**config.mk**
```make
export PLATFORM = sky130hd
export DESIGN_NAME = status_flag_unit
export DESIGN_NICKNAME = d
export VERILOG_FILES = /design/src/rtl/arm_flags_pkg.sv /design/src/rtl/flag_track_shreg.sv /design/src/rtl/status_flag_unit.sv
export SDC_FILE = /design/constraint.sdc
export NUM_CORES = 1
export LEC_CHECK = 0
export CORE_AREA = 2 2 39 41
export CTS_BUF_LIST = sky130_fd_sc_hd__clkbuf_8
export DETAILED_ROUTE_END_ITERATION = 16
export DIE_AREA = 0 0 41 43
export PLACE_DENSITY = 0.72
export SYNTH_ARGS = -nofsm -noshare
export SYNTH_HDL_FRONTEND = slang
export SYNTH_SLANG_ARGS = --single-unit
```
**constraint.sdc**
```tcl
create_clock -name clk -period 2.7 [get_ports clk]
set_clock_uncertainty 0.1 [all_clocks]
set_input_delay 0.81 -clock clk [delete_from_list [all_inputs] [get_ports clk]]
set_output_delay 0.81 -clock clk [all_outputs]
set_load 0.005 [all_outputs]
```
**src/rtl/arm_flags_pkg.sv**
```systemverilog
// Shared flag definitions for the status flag unit.
// Flag order in every 4-bit flag vector is {z,c,n,v}.
package arm_flags_pkg;

  typedef logic [3:0] flags_t;

  localparam int unsigned FLAG_Z = 3;
  localparam int unsigned FLAG_C = 2;
  localparam int unsigned FLAG_N = 1;
  localparam int unsigned FLAG_V = 0;

  localparam logic [3:0] COND_AL = 4'b1110;

endpackage

```
**src/rtl/flag_track_shreg.sv**
```systemverilog
// In-flight flag-writer tracker: one bit per pipeline stage between decode
// issue and the execute flag write. o_trk[DEPTH-1] is the instruction in
// execute. Also provides the population count of the tracker.
module flag_track_shreg #(
  parameter int unsigned DEPTH = 2
) (
  input  logic                       clk,
  input  logic                       rst_n,
  input  logic                       i_issue,
  input  logic                       i_stall,
  input  logic                       i_flush,
  output logic [DEPTH-1:0]           o_trk,
  output logic [$clog2(DEPTH+1)-1:0] o_cnt
);

  localparam int unsigned CW = $clog2(DEPTH + 1);

  logic [DEPTH-1:0] r_trk;
  logic [CW-1:0]    w_cnt;

  // Shift issued flag writers toward execute; flush kills the younger slots,
  // the execute slot is left alone so its write can still complete.
  always_ff @(posedge clk or negedge rst_n) begin
    if (!rst_n) begin
      r_trk <= '0;
    end else if (i_flush) begin
      for (int unsigned i = 0; i + 1 < DEPTH; i++) begin
        r_trk[i] <= 1'b0;
      end
      r_trk[0] <= 1'b0;
    end else if (!i_stall) begin
      for (int unsigned i = 1; i < DEPTH; i++) begin
        r_trk[i] <= r_trk[i-1];
      end
      r_trk[0] <= i_issue;
    end
  end

  // Count of in-flight flag writers.
  always_comb begin
    w_cnt = '0;
    for (int unsigned i = 0; i < DEPTH; i++) begin
      w_cnt = w_cnt + CW'(r_trk[i]);
    end
  end

  assign o_trk = r_trk;
  assign o_cnt = w_cnt;

endmodule

```
**src/rtl/status_flag_unit.sv**
```systemverilog
// Status register {z,c,n,v} with execute-stage update, in-flight flag-writer
// tracking and decode hazard generation for conditional instructions.
// Optional feature macro: FLAG_FWD_EN (execute flags bypassed onto sr and the
// execute slot excluded from the hazard).
module status_flag_unit
  import arm_flags_pkg::*;
#(
  parameter int unsigned PIPE_DEPTH = 2
) (
  input  logic                            clk,
  input  logic                            rst_n,
  input  logic                            id_valid,
  input  logic                            id_s_bit,
  input  logic [3:0]                      id_cond,
  input  logic                            stall,
  input  logic                            flush,
  input  logic                            ex_s_update,
  input  logic [3:0]                      ex_flags,
  output logic [3:0]                      sr,
  output logic                            flag_hazard,
  output logic [$clog2(PIPE_DEPTH+1)-1:0] pending_cnt,
  output logic                            proto_err
);

  flags_t                          r_sr;
  logic                            r_proto_err;
  logic [PIPE_DEPTH-1:0]           w_trk;
  logic [PIPE_DEPTH-1:0]           w_counted;
  logic [$clog2(PIPE_DEPTH+1)-1:0] w_cnt;
  logic                            w_hazard;
  logic                            w_issue;

  assign w_issue = id_valid & id_s_bit & ~w_hazard & ~flush;

  flag_track_shreg #(
    .DEPTH (PIPE_DEPTH)
  ) u_track (
    .clk     (clk),
    .rst_n   (rst_n),
    .i_issue (w_issue),
    .i_stall (stall),
    .i_flush (flush),
    .o_trk   (w_trk),
    .o_cnt   (w_cnt)
  );

  // Select which tracker entries can still block a conditional instruction.
  always_comb begin
    w_counted = w_trk;
`ifdef FLAG_FWD_EN
    w_counted[PIPE_DEPTH-1] = 1'b0;
`endif
  end

  assign w_hazard = id_valid & (id_cond != COND_AL) & (w_counted != '0);

  // Capture execute flags when the pipeline advances.
  always_ff @(posedge clk or negedge rst_n) begin
    if (!rst_n) begin
      r_sr <= '0;
    end else if (ex_s_update && !stall) begin
      r_sr <= ex_flags;
    end
  end

  // Sticky error when the execute write disagrees with the tracked writer.
  always_ff @(posedge clk or negedge rst_n) begin
    if (!rst_n) begin
      r_proto_err <= 1'b0;
    end else if (!stall && (ex_s_update != w_trk[PIPE_DEPTH-1])) begin
      r_proto_err <= 1'b1;
    end
  end

`ifdef FLAG_FWD_EN
  assign sr = ex_s_update ? ex_flags : r_sr;
`else
  assign sr = r_sr;
`endif

  assign flag_hazard = w_hazard;
  assign pending_cnt = w_cnt;
  assign proto_err   = r_proto_err;

endmodule

```
## After elaboration in Yosys (flattened, before gate mapping)

Cells that the tools add are included.

| cells by class | value |
|---|---|
| equal/unequal tests | 3 |
| bitwise operators | 8 |
| reductions and logical operators | 5 |
| add/sub/neg operators | 1 |
| mux-type cells | 2 |

Operator list:

| operator | number |
|---|---|
| AND 1 bit | 5 |
| != test 4 bit, second input constant | 1 |
| inverter 1 bit | 3 |
| adder 1 x 1 -> 2 bit | 1 |
| logical AND 1 bit | 2 |
| 2-to-1 mux 1 bit | 2 |
| != test 2 x 1 -> 1 bit, second input constant | 1 |
| AND reduction 2 bit | 1 |
| nonzero test 2 bit | 1 |
| logical NOT 1 bit | 1 |
| != test 1 bit | 1 |

| storage, ports and cells | value |
|---|---|
| output and inout port bits | 8 |
| input bits | 15 |
| logic and storage cells | 23 |
| register bits | 7 |

## Longest topological paths before layout

| logic depth | value |
|---|---|
| depth in word-level cells | 8 |
| depth in mapped cells | 4 |
| gate-level depth less buffers | 4 |

## Hierarchy

From an unflattened synthesis, not the netlist that was laid out.

| unflattened totals | value |
|---|---|
| cell total of the unflattened synthesis | 24 |
| area, all modules | 324.1 µm² |

By module, submodules not included:

| module | seq. area each (µm²) | area each (µm²) | instances | cells an instance |
|---|---|---|---|---|
| status_flag_unit | 125.1 | 232.7 | 1 | 17 |
| flag_track_shreg | 50.0 | 91.3 | 1 | 7 |

## Worst setup path after synthesis

OpenSTA, ideal clock, no wires.

| path | value |
|---|---|
| kind | input to output |
| start | input port id_cond[2] |
| end | output port flag_hazard |
| stages on the path | 2 |
| data arrival time | 1.214 ns |
| path slack | 0.576 ns |
| required time | 1.790 ns |
| buffers on the path | 0 |
| cells stage by stage | and4b_1 nor3b_1 |

| on the way | value |
|---|---|
| word-level cells in the longest chain between the ends | 3 |

Ends and longest elaborated chain:

| element | line | source |
|---|---|---|
| from (decl) | status_flag_unit.sv:14 | `input logic [3:0] id_cond,` |
| != test 4 bit | status_flag_unit.sv:55 | `assign w_hazard = id_valid & (id_cond != COND_AL) & (w_counted != '0);` |
| AND 1 bit (2 in a row) | status_flag_unit.sv:55 |  |
| to (decl) | status_flag_unit.sv:20 | `output logic flag_hazard,` |

Every way passes these cells.

## Worst setup path after layout

Same ends and word-level chain as after synthesis.

==> flow_metrics.py <==
metrics = {
    "clock_network": {
        "numCtsBuffers": 3,
        "cts-root-buf": "clkbuf_8",
        "clk_latency_ns": 0.23,
        "cts_tree": "done",
        "clock_sinks": 7,
        "cts-htree-levels": 1,
        "clk_path_buf_depth": 2,
        "cts.clk_slew.worst_paths_ns": 0.04,
        "ctsHoldBuffers": 0,
    },
    "grt": {
        "antenna_found_initial": 0,
        "grt_max_degree": 8,
        "grt_first_pass_wirelength_um": 1300,
        "grt_usage_pct": 11.8,
        "grt_pass1_vias": 326,
        "overflow": 0,
    },
    "sta": {
        "fmax_mhz": 374,
        "fin_ws_ns": 0.0252,
        "slew_headroom_pct": 77.0,
        "report.final.hold_viol_count": 0,
        "fin_crit_ns": 2.67,
        "period_share_pct": 99.1,
        "tightest_slew_ns": 0.343,
        "setup_viol_count_final": 0,
        "drv_slew": 0,
    },
    "routing": {
        "wl_per_cell_um": 13.5,
        "wl_um": 942,
        "drtIter0Drc": 2,
        "via_per_inst": 4.46,
        "first_pass_iters": 2,
        "dr_total_vias": 312,
        "ant_nets": 0,
        "drc_errors": 0,
    },
    "pwr": {
        "leakagePower_nw": 0.297,
        "vdd_drop_max_mv": 0.242,
        "power.density_nw_per_um2": 532,
    },
    "logic_synthesis": {
        "ys_seq_elements": 7,
        "synthCells": 27,
        "yosysSeqAreaShare_pct": 50.2,
        "postSynthNetCount": 44,
        "netlist_area_um2": 349,
        "ys_types": 14,
        "yosysTopAreaCell": "dfrtp_1",
        "syn_avg_cell_area_um2": 12.9,
        "synth_top_area_share_pct": 50.2,
        "synth.top_cells.by_area": "dfrtp_1, mux2_4, ha_1, nor2b_4, inv_1",
        "yosys_warnings": 0,
    },
    "floorplan": {
        "start_util_pct": 25.2,
        "rows": 14,
        "core_um2": 1380,
        "die_w_um": 41,
        "die_y_um": 43,
        "dieArea_um2": 1760,
        "io-pin-count": 23,
    },
    "setup_path": {
        "r2r_cells": 4,
        "critPathCaptureType": "primary output",
        "cp_num_buf_inv": 2,
        "crit_family": "buffers and inverters",
        "crit_path_start_kind": "primary input",
        "crit_chain": "clkdlybuf4s50_1, and4b_1, nor3b_2, buf_2",
        "cp_max_fo": 2,
        "cp.depth": 4,
        "cp.required_ns": 1.79,
        "critPathArrivalTime_ns": 1.76,
        "worst_path_max_delay_cell": "clkdlybuf4s50_1",
        "cpPeakStageDelay_ns": 0.42,
        "worstSetupPathType": "primary input to primary output",
    },
    "worst_hold_path": {
        "hp-class": "register to register",
        "holdPathStages": 1,
    },
    "place": {
        "hpwlAfterDp_um": 650,
        "gp_congestion": 0.715,
        "pre_cts_ws_ns": -0.376,
        "io_buffers": 22,
        "placed_area_um2": 589,
    },
    "cells_and_area": {
        "final_cell_area_um2": 644,
        "utilization_pct": 46.6,
        "diodes": 0,
        "nNetsFinal": 72,
        "drive_above_1_share_pct": 20.4,
        "syn2layout_area_growth_pct": 84.6,
    },
    "flow_run": {
        "drv_cap": 0,
    },
    "run_status": {
        "status": "completed",
    },
}
-- Yosys cell counts --
master / instances
a21o_1: 1
a21oi_1: 1
and4b_1: 1
dfrtp_1: 7
ha_1: 2
inv_1: 3
mux2_4: 4
nand2_1: 2
nor2_1: 1
nor2b_4: 1
nor3b_1: 1
o2111ai_1: 1
o21ai_0: 1
xor2_1: 1
-- layout make-up --
type | instances | area, um2
Sequential cell | 7 | 175
Timing Repair Buffer | 23 | 225
Inverter | 3 | 11.3
Clock buffer | 3 | 41.3
Clock inverter | 1 | 3.75
Tap cell | 16 | 20.0
Fill cell | 143 | 739
Multi-Input combinational cell | 17 | 168
-- flip-flops by register name (all words and copies together), names as in the netlist --
signal and count:
proto_err 1, sr 4, u_track.o_trk 2
-- kinds of logic (layout without fill, tap and decap cells) --
group                    count (synthesis)  after routing  share of synthesized area (%)
AO/OA/AOI/OAI                            4              4                           7.53
flip-flops                               7              7                           50.2
adder cells (fa/ha/maj)                  2              2                           7.17
buffers and inverters                    3             30                           3.23
AND/OR/NAND/NOR                          6              6                           12.2
XOR/XNOR                                 1              1                           2.51
multiplexers                             4              4                           17.2
-- path summary, 6_finish.rpt --
path / slack [ns] / to / start
worst max-delay path: 0.03 / flag_hazard / id_cond[2]
worst min-delay path: 0.35 / proto_err$_DFFE_PN0P_ / proto_err$_DFFE_PN0P_
worst max register to register: 1.51 / u_track.o_trk[0]$_DFFE_PN0P_ / u_track.o_trk[0]$_DFFE_PN0P_
worst min register to register: 0.35 / proto_err$_DFFE_PN0P_ / proto_err$_DFFE_PN0P_
max in group asynchronous: 1.49 / sr[2]$_DFFE_PN0P_ / rst_n
min in group asynchronous: 0.75 / sr[1]$_DFFE_PN0P_ / rst_n
-- what timing repair did --
action | CTS | global route
buffers inserted | 1 | 0
pin swaps | 0 | 1
setup endpoints to repair | 1 | 1
gates resized for setup | 5 | 1
-- layout by cell type (no fill, tap or decap), drive strengths merged, types with 2 or more instances in the layout --
master and count:
buf 2, clkbuf 3, clkdlybuf4s50 20, dfrtp 7
ha 2, inv 4, mux2 4, nand2 2
-- per-stage QoR --
stage / hold WS [ns] / setup TNS (ns) / power [W] / cells
2_1_floorplan: 0.351 / 0 / 0.000147 / 27
5_1_grt: 0.398 / -0.0156 / 0.000358 / 70
6_report: 0.354 / 0 / 0.000343 / 70
4_1_cts: 0.364 / 0 / 0.000348 / 70
3_3_place_gp: 0.341 / -0.352 / 0.000196 / 65
3_5_place_dp: 0.354 / -0.376 / 0.000197 / 65
-- per-layer routing --
metal  vias up  wire length, um  track usage (%)
met5         -                0                0
met4         0                0             8.00
met3         0               39             4.71
met2         8              532             18.8
met1       158              370             11.8
li1        146                -                -
-- where the power goes --
part | total (W) | internal (W) | leakage [nW] | switching, W
sequential | 0.000122 | 0.000116 | 0.0831 | 0.00000632
clock | 0.000147 | 0.0000985 | 0.0269 | 0.0000482
combinational | 0.0000741 | 0.0000532 | 0.187 | 0.0000209
total | 0.000343 | 0.000267 | 0.297 | 0.0000754
No activity file was read; power rests on OpenSTA's default activity.
